File: src/rtl/read_addr_gen_burst_if.sv
// Burst request / sub-word address stream bundle for read_addr_gen_burst.
// Optional ovf signal present only when READ_ADDR_GEN_OVF_FLAG_EN is defined.
interface read_addr_gen_burst_if #(
  parameter int ADDR_W = 6,
  parameter int SUB_W  = 1,
  parameter int LEN_W  = 6
);
  logic                    req_valid;
  logic                    req_ready;
  logic [ADDR_W-1:0]       req_addr;
  logic [LEN_W-1:0]        req_len;
  logic                    abort;
  logic [ADDR_W+SUB_W-1:0] addr_out;
  logic                    out_valid;
  logic                    out_ready;
  logic                    busy;
  logic                    done;
`ifdef READ_ADDR_GEN_OVF_FLAG_EN
  logic                    ovf;
`endif

  // Requester / consumer side (download controller and memory read port)
  modport master (
    output req_valid, req_addr, req_len, abort, out_ready,
    input  req_ready, addr_out, out_valid, busy, done
`ifdef READ_ADDR_GEN_OVF_FLAG_EN
    , input ovf
`endif
  );

  // Address generator side
  modport slave (
    input  req_valid, req_addr, req_len, abort, out_ready,
    output req_ready, addr_out, out_valid, busy, done
`ifdef READ_ADDR_GEN_OVF_FLAG_EN
    , output ovf
`endif
  );
endinterface

File: src/rtl/read_addr_gen_burst.sv
// Burst sub-word read address generator.
// Takes {base word address, length-1} and streams {word_addr, sub_idx} for
// every sub-word of every word with valid/ready flow control.
// Optional feature macro: READ_ADDR_GEN_OVF_FLAG_EN adds a sticky ovf flag
// that records a word address wrap inside a burst.
module read_addr_gen_burst #(
  parameter int ADDR_W = 6,
  parameter int SUB_W  = 1,
  parameter int LEN_W  = 6
) (
  input  logic                 clk,
  input  logic                 rst,
  read_addr_gen_burst_if.slave bus
);

  typedef enum logic {IDLE, RUN} state_t;

  localparam logic [SUB_W-1:0]  SUB_LAST  = {SUB_W{1'b1}};
  localparam logic [ADDR_W-1:0] ADDR_LAST = {ADDR_W{1'b1}};

  state_t            state;
  logic [ADDR_W-1:0] word_addr;
  logic [SUB_W-1:0]  sub_idx;
  logic [LEN_W-1:0]  words_left;
  logic              out_valid;
  logic              busy;
  logic              done;
`ifdef READ_ADDR_GEN_OVF_FLAG_EN
  logic              ovf;
`endif

  logic beat;
  logic word_end;
  logic last_beat;

  assign beat      = out_valid && bus.out_ready;
  assign word_end  = (sub_idx == SUB_LAST);
  assign last_beat = word_end && (words_left == '0);

  // Outputs come straight from registers so addr_out never glitches
  assign bus.addr_out  = {word_addr, sub_idx};
  assign bus.out_valid = out_valid;
  assign bus.busy      = busy;
  assign bus.done      = done;
  assign bus.req_ready = (state == IDLE);
`ifdef READ_ADDR_GEN_OVF_FLAG_EN
  assign bus.ovf       = ovf;
`endif

  // Control FSM and address counters; the final beat holds the counters so
  // addr_out keeps showing the last address while idle
  always_ff @(posedge clk or posedge rst) begin
    if (rst) begin
      state      <= IDLE;
      word_addr  <= '0;
      sub_idx    <= '0;
      words_left <= '0;
      out_valid  <= 1'b0;
      busy       <= 1'b0;
      done       <= 1'b0;
`ifdef READ_ADDR_GEN_OVF_FLAG_EN
      ovf        <= 1'b0;
`endif
    end else begin
      case (state)
        IDLE: begin
          done <= 1'b0;
          // abort has no effect here; a request is still taken
          if (bus.req_valid) begin
            word_addr  <= bus.req_addr;
            words_left <= bus.req_len;
            sub_idx    <= '0;
            out_valid  <= 1'b1;
            busy       <= 1'b1;
            state      <= RUN;
`ifdef READ_ADDR_GEN_OVF_FLAG_EN
            ovf        <= 1'b0;
`endif
          end
        end
        RUN: begin
          done <= 1'b0;
          if (bus.abort) begin
            // cancel wins over a coincident beat and never reports done
            out_valid <= 1'b0;
            busy      <= 1'b0;
            state     <= IDLE;
          end else if (beat) begin
            if (last_beat) begin
              out_valid <= 1'b0;
              busy      <= 1'b0;
              done      <= 1'b1;
              state     <= IDLE;
            end else if (word_end) begin
              sub_idx    <= '0;
              word_addr  <= word_addr + ADDR_W'(1);
              words_left <= words_left - LEN_W'(1);
`ifdef READ_ADDR_GEN_OVF_FLAG_EN
              if (word_addr == ADDR_LAST) ovf <= 1'b1;
`endif
            end else begin
              sub_idx <= sub_idx + SUB_W'(1);
            end
          end
        end
        default: state <= IDLE;
      endcase
    end
  end

`ifndef READ_ADDR_GEN_OVF_FLAG_EN
  logic unused_addr_last;
  assign unused_addr_last = &ADDR_LAST;
`endif

endmodule
File: src/flat_wrapper.sv
// flat-port wrapper written by rule: the top's interface ports become plain ports
module read_addr_gen_burst_flat 
#(
  parameter int ADDR_W = 6,
  parameter int SUB_W  = 1,
  parameter int LEN_W  = 6
)
  (clk, rst, bus_req_valid, bus_req_addr, bus_req_len, bus_abort, bus_out_ready, bus_req_ready, bus_addr_out, bus_out_valid, bus_busy, bus_done);
  read_addr_gen_burst_if #(.ADDR_W(ADDR_W), .SUB_W(SUB_W), .LEN_W(LEN_W)) bus_i ();
  input  logic clk;
  input  logic rst;
  input wire logic [$bits(bus_i.req_valid)-1:0] bus_req_valid;
  input wire logic [$bits(bus_i.req_addr)-1:0] bus_req_addr;
  input wire logic [$bits(bus_i.req_len)-1:0] bus_req_len;
  input wire logic [$bits(bus_i.abort)-1:0] bus_abort;
  input wire logic [$bits(bus_i.out_ready)-1:0] bus_out_ready;
  output wire logic [$bits(bus_i.req_ready)-1:0] bus_req_ready;
  output wire logic [$bits(bus_i.addr_out)-1:0] bus_addr_out;
  output wire logic [$bits(bus_i.out_valid)-1:0] bus_out_valid;
  output wire logic [$bits(bus_i.busy)-1:0] bus_busy;
  output wire logic [$bits(bus_i.done)-1:0] bus_done;
  assign bus_i.req_valid = bus_req_valid;
  assign bus_i.req_addr = bus_req_addr;
  assign bus_i.req_len = bus_req_len;
  assign bus_i.abort = bus_abort;
  assign bus_i.out_ready = bus_out_ready;
  assign bus_req_ready = bus_i.req_ready;
  assign bus_addr_out = bus_i.addr_out;
  assign bus_out_valid = bus_i.out_valid;
  assign bus_busy = bus_i.busy;
  assign bus_done = bus_i.done;
  read_addr_gen_burst #(.ADDR_W(ADDR_W), .SUB_W(SUB_W), .LEN_W(LEN_W)) u_core (.clk(clk), .rst(rst), .bus(bus_i));
endmodule
File: config.mk
export PLATFORM = sky130hd
export DESIGN_NAME = read_addr_gen_burst_flat
export DESIGN_NICKNAME = d
export VERILOG_FILES = /design/src/rtl/read_addr_gen_burst_if.sv /design/src/rtl/read_addr_gen_burst.sv /design/src/flat_wrapper.sv
export SDC_FILE = /design/constraint.sdc
export NUM_CORES = 1
export LEC_CHECK = 0
export ABC_AREA = 1
export CORE_UTILIZATION = 51
export DETAILED_ROUTE_END_ITERATION = 12
export PLACE_DENSITY_LB_ADDON = 0.1
export SKIP_CTS_REPAIR_TIMING = 1
export SLEW_MARGIN = 5
export SYNTH_ARGS = -nofsm -noshare
export SYNTH_HDL_FRONTEND = slang
export SYNTH_SLANG_ARGS = --single-unit
File: constraint.sdc
create_clock -name clk -period 2.9 [get_ports clk]
set_input_delay 0.29 -clock clk [delete_from_list [all_inputs] [get_ports clk]]
set_output_delay 0.29 -clock clk [all_outputs]
set_load 0.03 [all_outputs]
==> flow_summary.toml, run 1 <==
[sta]
setup_tns_ns = 0
period_share_pct = 76.8
period_minus_slack_ns = 2.23
final-max-slew-violation-count = 0
finalHoldViolations = 0
rsz0062_at_grt = "no"
worst_pin_slew_ns = 0.619
slew_headroom_pct = 58.7
skew_ns = 0.00397
setup_viol = 0
clock.fmax_mhz = 449

[synthesis]
ys_ff_latch = 16
syn_nets = 175
synthTopCellsByArea = "dfrtp_1 (39%), nand2_1 (28%), nand3_1 (6.3%)"
syn_inst = 155
syn_area_um2 = 1020
synth.top_cell.area_share_pct = 39.1
ys_warn_count = 0
syn_avg_cell_area_um2 = 6.61
ys_seq_area_share_pct = 39.1
synth.distinct_cells = 21
post-synth-top-area-cell = "dfrtp_1"

[route]
drt-initial-drc-count = 18
detail-route-antenna-nets = 0
via_count = 1016
drcViolationCount = 0
wirelength_mm = 2.25
avgRoutedWirePerCell_um = 11.0
vias_per_cell = 4.98
dr.pass1.iters = 4

[power_and_ir_drop]
vdd_drop_max_v = 0.000619
power_density_nw_per_um2 = 948
p_leak_uw = 0.000679

[die]
die_w_um = 46.8
dieArea_um2 = 2190
rows = 15
ioPinCount = 28
die_h_um = 46.8
core_um2 = 1800
start_util_pct = 56.9

[cells_and_area]
fin_util_pct = 72.6
areaGrowthSynthToFinish_pct = 27.6
diodes = 0
nets = 201
drive_above_1_share_pct = 4.47

[clocking]
numCtsBuffers = 3
clock_sinks = 16
cts_buffer_depth = 2
tritoncts = "built"
htreeDepth = 1
worstSkewPairLatency_ns = 0.28
clock-root-buffer = "clkbuf_4"
clkTransAtPathRegs_ns = 0.09

[place]
numPortBuffers = 27
gp_congestion = 0.866
dp.final_hpwl_mm = 1.58

[worst_setup_path]
path_max_fanout = 19
cp_data_required_time_ns = 2.61
crit_path_end_kind = "output pin"
path_class = "flip-flop to output pin"
start_kind = "flip-flop"
cp.arrival_ns = 1.94

[grt]
grt_max_degree = 20
grt_usage_pct = 23.7
grt_pass1_wl_mm = 3.62
grt_pass1_vias = 842
antenna_found_initial = 0
grt_overflow = 0

[worst_hold_path]
hold_path.class = "primary input to async pin"

[run_status]
status = "complete, no violations"

[flow_run]
drv_cap = 0
[final timing paths]
check / cells after the start / start / slack [ns] / endpoint
max: 2 / u_core.state / 0.67 / bus_req_ready
min: 2 / rst / 0.39 / u_core.word_addr[2]
max reg2reg: 7 / u_core.state / 0.92 / u_core.words_left[5]
min reg2reg: 2 / u_core.words_left[0] / 0.51 / u_core.words_left[0]
max in group asynchronous: 2 / rst / 2.11 / u_core.words_left[4]
min in group clk: 2 / u_core.words_left[0] / 0.51 / u_core.words_left[0]
[sequential cells by signal, summed over array words and instances (netlist names)]
name	cells
u_core.sub_idx	1
u_core.words_left	6
u_core.bus.out_valid	1
u_core.state	1
u_core.word_addr	6
u_core.bus.done	1
[cells in the mapped netlist (all sizes together)]
cell type	number
clkbuf	1
buf	5
nand3	13
dfrtp	16
ha	3
nand3b	1
o21bai	1
nand4	4
o21ai	5
nand2	78
a21oi	2
o211ai	1
inv	13
or2	1
nor2	11
[through the flow]
step	hold slack [ns]	power [uW]	cells	area, um2	setup slack (ns)
3_5_place_dp	0.494	1120	201	1280	0.969
5_1_grt	0.451	1350	204	1310	0.576
2_1_floorplan	0.204	921	155	1020	1.52
4_1_cts	0.400	1240	204	1310	0.686
6_report	0.387	1240	204	1310	0.674
3_3_place_gp	0.487	1100	201	1280	1.01
[cell usage in the layout, fill, tap and decap left out, drive strengths merged]
master | netlist | final
a21oi | 2 | 2
clkbuf | 1 | 3
clkdlybuf4s50 | 0 | 27
dfrtp | 16 | 16
ha | 3 | 3
inv | 13 | 13
nand2 | 78 | 78
nand3 | 13 | 13
nand3b | 1 | 1
nand4 | 4 | 4
nor2 | 11 | 11
o211ai | 1 | 1
o21ai | 5 | 5
o21bai | 1 | 1
or2 | 1 | 1
[critical path, cell delays in order (launching register included)]
cell,delay [ns]
dfrtp_1,0.56
inv_2,0.35
clkdlybuf4s50_1,0.74
[report_power, final]
group	switching, uW	internal [uW]
clock network	66.5	48.2
logic	415	274
registers	124	312
total	606	634
[cell families (layout without fill, tap and decap cells)]
kind of cell,count (synthesis),after routing,share of synthesized area [%]
AOI/OAI and AO/OA,9,9,5.25
and+or+nand+nor,108,108,43.2
adders and majority gates,3,3,3.66
DFF,16,16,39.1
buffers and inverters,19,43,8.79
[layout make-up]
class	count	area (um2)
Multi-Input combinational cell	120	534
Fill cell	161	494
Sequential cell	16	400
Timing Repair Buffer	27	270
Inverter	13	48.8
Tap cell	25	31.3
Clock buffer	3	22.5
[layer usage]
layer / track usage (%) / share of wire, % / vias up
li1: - / - / 531
met1: 32.1 / 46 / 453
met2: 36.9 / 47 / 30
met3: 8.08 / 6.4 / 2
met4: 5.14 / 0.80 / 0
met5: 0 / 0 / -
Power figures use the tool's default switching activity.
==> run 2: changes to the inputs <==
--- a/config.mk
+++ b/config.mk
@@ -6,7 +6,7 @@
 export NUM_CORES = 1
 export LEC_CHECK = 0
 export ABC_AREA = 1
-export CORE_UTILIZATION = 51
+export CORE_UTILIZATION = 47
 export DETAILED_ROUTE_END_ITERATION = 12
 export PLACE_DENSITY_LB_ADDON = 0.1
 export SKIP_CTS_REPAIR_TIMING = 1
==> constraint.sdc (replaced) <==
create_clock -name clk -period 2.2 [get_ports clk]
set_input_delay 0.22 -clock clk [delete_from_list [all_inputs] [get_ports clk]]
set_output_delay 0.22 -clock clk [all_outputs]
set_load 0.03 [all_outputs]
==> flow_summary.toml, run 2 (same netlist as run 1, synthesis figures left out) <==
[cells_and_area]
fin_util_pct = 66.2
final_cell_mix = "nand2_1 (77), clkdlybuf4s50_1 (27), dfrtp_1 (16), nand3_1 (13), inv_1 (12)"
areaGrowthSynthToFinish_pct = 29.3
top_regs = "u_core.word_addr: 6 flops, u_core.words_left: 6 flops"
final_common_cell = "nand2_1"
nets = 203
drive_above_1_share_pct = 5.52
diodes = 0
final_cells = 208

[route]
dr.pass1.iters = 4
drt-initial-drc-count = 12
wirelength_mm = 2.34
detail-route-antenna-nets = 0
drcViolationCount = 0
vias_per_cell = 4.97
avgRoutedWirePerCell_um = 11.3
via_count = 1033

[sta]
final-max-slew-violation-count = 0
period_share_pct = 96.0
worst_pin_slew_ns = 0.627
finalHoldViolations = 0
setup_viol = 0
slew_headroom_pct = 58.2
clock.fmax_mhz = 473
rsz0062_at_grt = "no"
period_minus_slack_ns = 2.11
skew_ns = 0.000931
finalWorstSetupSlack_ns = 0.0870
fin_hold_ws_ns = 0.304
setup_tns_ns = 0

[die]
dieArea_um2 = 2370
start_util_pct = 51.2
rows = 16
die_w_um = 48.7
die_h_um = 48.7
ioPinCount = 28
core_um2 = 2000

[worst_setup_path]
reg2reg_from = "u_core.state"
start_kind = "flip-flop"
cp.arrival_ns = 1.89
crit_path_end_kind = "output pin"
critPathLaunch = "u_core.state"
cp_data_required_time_ns = 1.98
rr_endpoint = "u_core.words_left[2]"
path_class = "flip-flop to output pin"
rr_worst_depth = 6
path_max_fanout = 19
reg2reg_slack_ns = 0.29

[clocking]
cts_buffer_depth = 2
clkTransAtPathRegs_ns = 0.09
clock-root-buffer = "clkbuf_4"
htreeDepth = 1
worstSkewPairLatency_ns = 0.28
tritoncts = "built"
numCtsBuffers = 3
clock_sinks = 16

[grt]
grt_max_degree = 20
grt_pass1_vias = 935
grt_overflow = 0
antenna_found_initial = 0
grt_usage_pct = 23.2
grt_pass1_wl_mm = 4.21

[run_status]
status = "complete, no violations"

[place]
place_ws_ns = 0.295
placedCellCount = 205
numPortBuffers = 27
dp.final_hpwl_mm = 1.70
gp_congestion = 0.839

[power_and_ir_drop]
p_comb_share_pct = 56.0
p_switching_uw = 801
power_density_nw_per_um2 = 1240
switching_share_pct = 48.5
seq_power_share_pct = 34.8
vdd_drop_max_v = 0.000641
p_leak_uw = 0.000690
clkPwrFrac_pct = 9.3
p_int_uw = 849

[worst_hold_path]
hold_path.class = "primary input to async pin"

[flow_run]
drv_cap = 0
## run 2: changes by cell type in the layout (fill, tap and decap cells not counted)
| cell | change |
|---|---|
| buf_4 | +2 |
## run 2: how the worst max path moves through the flow
stage                     slack [ns]              endpoint
after floorplan                 0.82   u_core.word_addr[2]
after global placement          0.36  u_core.words_left[2]
after detailed placement        0.29  u_core.words_left[2]
after CTS                       0.09         bus_req_ready
after global routing           0.002         bus_req_ready
final                           0.09         bus_req_ready
## run 2: power by group through the flow
| stage | Clock, uW | Combinational, uW | Sequential (uW) |
|---|---|---|---|
| floorplan | 0 | 580 | 634 |
| global placement | 0 | 901 | 567 |
| detailed placement | 0 | 922 | 575 |
| CTS | 162 | 927 | 570 |
| global route | 173 | 1040 | 595 |
| finish | 153 | 923 | 573 |
## run 2: per-stage QoR
step / power (uW) / instance area, um2
global placement: 1470 / 1300
global route: 1810 / 1330
detailed placement: 1500 / 1300
floorplan: 1210 / 1020
finish: 1650 / 1330
CTS: 1660 / 1330
## run 2: cell type report
| type | instances | area (um2) |
|---|---|---|
| multi-input combinational | 120 | 534 |
| timing repair buffer | 29 | 285 |
| clock buffer | 3 | 22.5 |
| sequential | 16 | 400 |
| fill | 193 | 677 |
| tap | 27 | 33.8 |
| inverter | 13 | 48.8 |
## run 2: per-layer routing
layer  share of wire (%)  vias up  GRT usage, %
li1                    -      539             -
met1                  46      460          30.5
met2                  47       29          36.6
met3                 5.5        5          6.92
met4                 1.2        0          7.35
met5                   0        -             0
## run 2: critical path, stage by stage (launching register included)
cell and delay (ns):
dfrtp_1 0.55, inv_2 0.32, clkdlybuf4s50_1 0.73
==> run 3: changes to the inputs <==
--- a/config.mk
+++ b/config.mk
@@ -6,7 +6,7 @@
 export NUM_CORES = 1
 export LEC_CHECK = 0
 export ABC_AREA = 1
-export CORE_UTILIZATION = 47
+export CORE_UTILIZATION = 51
 export DETAILED_ROUTE_END_ITERATION = 12
 export PLACE_DENSITY_LB_ADDON = 0.1
 export SKIP_CTS_REPAIR_TIMING = 1
==> constraint.sdc (replaced) <==
create_clock -name clk -period 2.7 [get_ports clk]
set_input_delay 0.27 -clock clk [delete_from_list [all_inputs] [get_ports clk]]
set_output_delay 0.27 -clock clk [all_outputs]
set_load 0.03 [all_outputs]
==> results of run 3 <==
Same layout as run 1 (identical final DEF). Status: complete, no violations.
Main changes from that run: final weighted congestion in routability-driven placement 0.866 -> 0.865; setup slack after placement 0.969 ns -> 0.769 ns; setup slack after layout 0.674 ns -> 0.494 ns; hold slack 0.387 ns -> 0.367 ns; register-to-register setup slack 0.92 ns -> 0.72 ns; total power 1240 uW -> 1330 uW; worst IR drop on VDD 0.000619 V -> 0.000665 V
